`config.mk`:
```
export PLATFORM = sky130hd
export DESIGN_NAME = rally_match_ctrl
export DESIGN_NICKNAME = d
export VERILOG_FILES = /design/src/rtl/rally_match_ctrl.sv
export SDC_FILE = /design/constraint.sdc
export NUM_CORES = 1
export LEC_CHECK = 0
export CAP_MARGIN = 25
export CORE_MARGIN = 8
export CORE_UTILIZATION = 55
export DETAILED_ROUTE_END_ITERATION = 6
export PLACE_DENSITY = 0.84
export SLEW_MARGIN = 20
export SYNTH_ARGS = -nofsm -noshare
export SYNTH_HDL_FRONTEND = slang
export SYNTH_SLANG_ARGS = --single-unit
```
`constraint.sdc`:
```
create_clock -name clk -period 7.4 [get_ports clk]
set_input_delay 2.22 -clock clk [delete_from_list [all_inputs] [get_ports clk]]
set_output_delay 2.22 -clock clk [all_outputs]
set_load 0.02 [all_outputs]
```
`src/rtl/rally_match_ctrl.sv`:
```
// Match sequencer for the two-player ball game: intro/serve timers, landing detection, scoring, match end.
// Optional win-by-two rule is enabled by defining RALLY_DEUCE_EN.
module rally_match_ctrl #(
  parameter int POS_W        = 12,
  parameter int SCORE_W      = 4,
  parameter int WIN_SCORE    = 7,
  parameter int INTRO_CYCLES = 100000000,
  parameter int SERVE_CYCLES = 50000000,
  parameter int FLOOR_Y      = 220,
  parameter int BALL_H       = 30,
  parameter int NET_X        = 160,
  parameter int CNT_W        = 32
) (
  input  logic               clk,
  input  logic               reset,
  input  logic               start_sw,
  input  logic               pause,
  input  logic [POS_W-1:0]   ball_x,
  input  logic [POS_W-1:0]   ball_y,
  output logic [1:0]         game_state,
  output logic [SCORE_W-1:0] player_score,
  output logic [SCORE_W-1:0] npc_score,
  output logic               who_win,
  output logic               point_pulse,
  output logic               match_over,
  output logic               match_winner
);

  // state   | meaning
  // S_INIT  | clear scores and winners
  // S_IDLE  | wait for start_sw=0
  // S_INTRO | intro timer
  // S_SERVE | serve-wait timer
  // S_PLAY  | rally in progress, watch for landing
  // S_SCORE | award the point by court side
  // S_CHECK | evaluate win condition
  // S_END   | match over, wait for start_sw=1
  typedef enum logic [2:0] {
    S_INIT, S_IDLE, S_INTRO, S_SERVE, S_PLAY, S_SCORE, S_CHECK, S_END
  } state_t;

  localparam logic [SCORE_W-1:0] SCORE_MAX  = '1;
  localparam logic [SCORE_W:0]   WIN_L      = (SCORE_W+1)'(WIN_SCORE);
  localparam logic [CNT_W-1:0]   INTRO_LAST = CNT_W'(INTRO_CYCLES - 1);
  localparam logic [CNT_W-1:0]   SERVE_LAST = CNT_W'(SERVE_CYCLES - 1);

  state_t             state;
  logic [CNT_W-1:0]   timer;
  logic               landed;
  logic               npc_side;
  logic [SCORE_W:0]   p_ext;
  logic [SCORE_W:0]   n_ext;
  logic               win;
  logic               winner;

  // Extra bit keeps a ball near the bottom of the coordinate range from wrapping.
  assign landed   = ({1'b0, ball_y} + (POS_W+1)'(BALL_H)) >= (POS_W+1)'(FLOOR_Y);
  assign npc_side = ball_x >= POS_W'(NET_X);
  assign p_ext    = {1'b0, player_score};
  assign n_ext    = {1'b0, npc_score};

`ifdef RALLY_DEUCE_EN
  always_comb begin
    win    = 1'b0;
    winner = who_win;
    if (player_score == SCORE_MAX || npc_score == SCORE_MAX) begin
      win = 1'b1;
      if (p_ext > n_ext)      winner = 1'b0;
      else if (n_ext > p_ext) winner = 1'b1;
      else                    winner = who_win;
    end else if (p_ext >= WIN_L && p_ext >= n_ext + (SCORE_W+1)'(2)) begin
      win    = 1'b1;
      winner = 1'b0;
    end else if (n_ext >= WIN_L && n_ext >= p_ext + (SCORE_W+1)'(2)) begin
      win    = 1'b1;
      winner = 1'b1;
    end
  end
`else
  always_comb begin
    win    = 1'b0;
    winner = who_win;
    if (p_ext >= WIN_L) begin
      win    = 1'b1;
      winner = 1'b0;
    end else if (n_ext >= WIN_L) begin
      win    = 1'b1;
      winner = 1'b1;
    end
  end
`endif

  always_ff @(posedge clk) begin
    if (reset) begin
      state        <= S_INIT;
      timer        <= '0;
      game_state   <= 2'd0;
      player_score <= '0;
      npc_score    <= '0;
      who_win      <= 1'b0;
      point_pulse  <= 1'b0;
      match_over   <= 1'b0;
      match_winner <= 1'b0;
    end else begin
      point_pulse <= 1'b0;

      // game_state follows the state one cycle later; SCORE/CHECK keep the old value.
      case (state)
        S_INIT, S_IDLE, S_INTRO: game_state <= 2'd0;
        S_SERVE:                 game_state <= 2'd1;
        S_PLAY:                  game_state <= 2'd2;
        S_END:                   game_state <= 2'd3;
        default:                 ;
      endcase

      case (state)
        S_INIT: begin
          player_score <= '0;
          npc_score    <= '0;
          who_win      <= 1'b0;
          match_winner <= 1'b0;
          match_over   <= 1'b0;
          timer        <= '0;
          state        <= S_IDLE;
        end
        S_IDLE: begin
          if (!start_sw) state <= S_INTRO;
        end
        S_INTRO: begin
          if (!pause) begin
            if (timer == INTRO_LAST) begin
              timer <= '0;
              state <= S_SERVE;
            end else begin
              timer <= timer + 1'b1;
            end
          end
        end
        S_SERVE: begin
          if (!pause) begin
            if (timer == SERVE_LAST) begin
              timer <= '0;
              state <= S_PLAY;
            end else begin
              timer <= timer + 1'b1;
            end
          end
        end
        S_PLAY: begin
          if (!pause && landed) state <= S_SCORE;
        end
        S_SCORE: begin
          if (npc_side) begin
            if (npc_score != SCORE_MAX) npc_score <= npc_score + 1'b1;
            who_win <= 1'b1;
          end else begin
            if (player_score != SCORE_MAX) player_score <= player_score + 1'b1;
            who_win <= 1'b0;
          end
          point_pulse <= 1'b1;
          state       <= S_CHECK;
        end
        S_CHECK: begin
          if (win) begin
            match_over   <= 1'b1;
            match_winner <= winner;
            state        <= S_END;
          end else begin
            state <= S_SERVE;
          end
        end
        S_END: begin
          if (start_sw) begin
            match_over <= 1'b0;
            state      <= S_INIT;
          end
        end
        default: begin
          timer <= '0;
          state <= S_INIT;
        end
      endcase
    end
  end

endmodule

```
==> reports/results.ini <==
[outcome]
outcome=finished, final reports clean

[floorplan]
core_area_um2=4750
initial_core_util_pct=57.5
rows=25
dieArea_um2=7480
die_h_um=86.5
io_pins=42
die_w_um=86.5

[synth]
syn_nets=373
synth_edf_count=0
yosys.area.top_type=dfxtp_1
synth_cells=341
syn_area_um2=2730
ys_seq_area_share_pct=35.9
synth_top_cell_area_share_pct=35.9
synthArstFlopShare_pct=0
ys_ff_latch=49
synth_flop_cell=dfxtp_1
synthTopCellsByArea=dfxtp_1 (36%), nor2_1 (7.8%), xor2_1 (5.8%), nand2_1 (4.1%), xnor2_1 (3.5%)
yosys-top-cells-count=nor2_1 (57), dfxtp_1 (49), nand2_1 (30)
avgSynthCellArea_um2=8.01
yosys_warnings=0
synth_most_common_cell=nor2_1
yosys.cell_types.count=60

[clock_network]
cts_hold_buf=0
cts_resized=0
post-cts-setup-buffers=0
cts.path.max_buffers=2
clock_latency_ns=0.31
clock-root-buffer=clkbuf_8
cts.sinks=49
clk_pin_slew_ns=0.08
cts_tree=done
h-tree-depth=2
numCtsBuffers=5

[global_routing]
antenna_found_initial=0
grt_overflow_total=0
grt_start_max_net_pins=25
gr-usage-met2_pct=27.4
met3_usage_pct=3.88
grt_pass1_wl_mm=10.7
gr-max-usage-layer=met2
grt_pass1_vias=2382
track_usage_pct=17.1
grt_util_met1_pct=21.9

[power_and_ir_drop]
cellPowerDensity_nw_per_um2=210
seqPwrFrac_pct=44.6
power.switching_mw=0.235
leakagePower_nw=1.02
intPower_mw=0.435
finalPower_mw=0.670
pwr-share-clk_pct=26.3
pwr-share-comb_pct=29.1
ir_worst_vdd_mv=0.125
switching_share_pct=35.0

[route]
drt_iter0_drc=183
drc=0
routed_wl_mm=6.04
wl_per_cell_um=13.9
viasPerCell=5.80
via_count=2529
drt_first_pass_iters=5
drtAntennaViolNets=0

[placement]
place_area_um2=3090
place.gp.congestion=0.791
dpl.hpwl_mm=4.32
io_buffers=35

[final_layout]
drive_gt1_share_pct=6.50
num_antenna_cells=0
nNetsFinal=400
final_core_util_pct=67.2
syn_to_final_growth_pct=16.9
design_area_um2=3190

[worst_setup_path]
cp-end-kind=flip-flop
critical_path_class=input port to flip-flop
cp_data_arrival_time_ns=4.50
crit_fanout=5
setup.worst_path.start_class=input port
cp_data_required_time_ns=7.59
reg2reg_depth=7

[sta]
tightest_slew_ns=0.749
setup-violations-final=0
max_clock_freq_ghz=0.232
final_hold_viol_count=0
slew_headroom_pct=49.9
period_minus_slack_ns=4.31
finalCritPeriodShare_pct=58.2
clock_skew_ns=0.0101
drv_slew=0
fin_tns_setup_ns=0
rsz0062_at_grt=false

[hold_path]
hold_path.class=flip-flop to flip-flop
hold_depth=2

[job]
maxCapViolCount=0

-- critical path, cell delays in order --
cell and delay [ns]:
clkdlybuf4s50_1 0.50, a21o_1 0.23, or4_1 0.57, nor3b_1 0.57
nand4_1 0.19, xor2_1 0.16, nor2_1 0.05
-- worst paths after layout --
kind         slack [ns]       endpoint     startpoint
max                3.09      timer[29]          pause
min                0.50  game_state[1]  game_state[1]
max reg2reg        4.65      timer[31]      timer[17]
min reg2reg        0.50  game_state[1]  game_state[1]
-- logic make-up (layout without fill, tap and decap cells) --
| kind of cell | count (synthesis) | in the layout | synth area share, % |
|---|---|---|---|
| AOI/OAI and AO/OA | 63 | 63 | 16.4 |
| xor gates and xnor gates | 29 | 29 | 9.29 |
| adders and majority gates | 4 | 4 | 1.83 |
| buffers and inverters | 31 | 59 | 5.31 |
| DFF | 49 | 49 | 35.9 |
| muxes | 1 | 1 | 0.549 |
| and+or+nand+nor | 164 | 164 | 30.7 |
-- state kept, by name, summed over array words and instances (netlist names) --
register	count
state	3
who_win	1
game_state	2
npc_score	4
timer	32
player_score	4
match_winner	1
point_pulse	1
match_over	1
-- through the flow --
stage          cells  hold WS (ns)  worst slack (ns)
2_1_floorplan    341         0.470              3.53
3_3_place_gp     428         0.481              2.78
3_5_place_dp     428         0.481              2.81
4_1_cts          436         0.503              3.10
5_1_grt          436         0.532              2.90
6_report         436         0.498              3.09
-- power groups by stage --
stage	sequential, mW	clock [mW]	combinational (mW)
floorplan	0.291	0	0.167
global placement	0.305	0	0.190
detailed placement	0.304	0	0.194
CTS	0.299	0.180	0.195
global route	0.303	0.191	0.219
finish	0.299	0.176	0.195
-- layout by cell type, fill, tap and decap left out, drive strengths merged, types with 2 or more instances in the layout --
| cell type | netlist | final |
|---|---|---|
| or2 | 4 | 4 |
| clkbuf | 9 | 7 |
| or4 | 4 | 4 |
| xnor2 | 11 | 11 |
| a2111oi | 2 | 2 |
| o211ai | 2 | 2 |
| nand4 | 12 | 12 |
| inv | 14 | 15 |
| a311oi | 2 | 2 |
| or4b | 2 | 2 |
| a211oi | 5 | 5 |
| nand3 | 16 | 16 |
| nand2 | 30 | 30 |
| a32oi | 2 | 2 |
| nor4 | 3 | 3 |
| nor3 | 9 | 9 |
| and3 | 2 | 2 |
| a21o | 3 | 3 |
| nor3b | 3 | 3 |
| and4 | 4 | 4 |
| o22ai | 2 | 2 |
| a21oi | 19 | 19 |
| buf | 8 | 2 |
| a41oi | 3 | 3 |
| a22o | 2 | 2 |
| clkdlybuf4s50 | 0 | 35 |
| xor2 | 18 | 18 |
| nor2 | 57 | 57 |
| dfxtp | 49 | 49 |
| or3 | 4 | 4 |
| nor2b | 2 | 2 |
| o21ai | 9 | 9 |
| nand3b | 4 | 4 |
| nor4bb | 2 | 2 |
| ha | 4 | 4 |
| a31oi | 3 | 3 |
| nand4b | 2 | 2 |
| and2 | 2 | 2 |
-- per-layer routing --
metal / vias to the layer above / part of all wire, %
met5: - / 0
met4: 0 / 1.1
met3: 7 / 5.2
met2: 63 / 47
met1: 1183 / 47
li1: 1276 / -
-- cell type report --
type,count,area (um2)
Sequential cell,49,981
Clock inverter,1,8.76
Multi-Input combinational cell,261,1610
Inverter,14,52.6
Fill cell,417,1560
Clock buffer,7,96.3
Timing Repair Buffer,37,365
Tap cell,67,83.8
No activity file was read; power rests on OpenSTA's default activity.
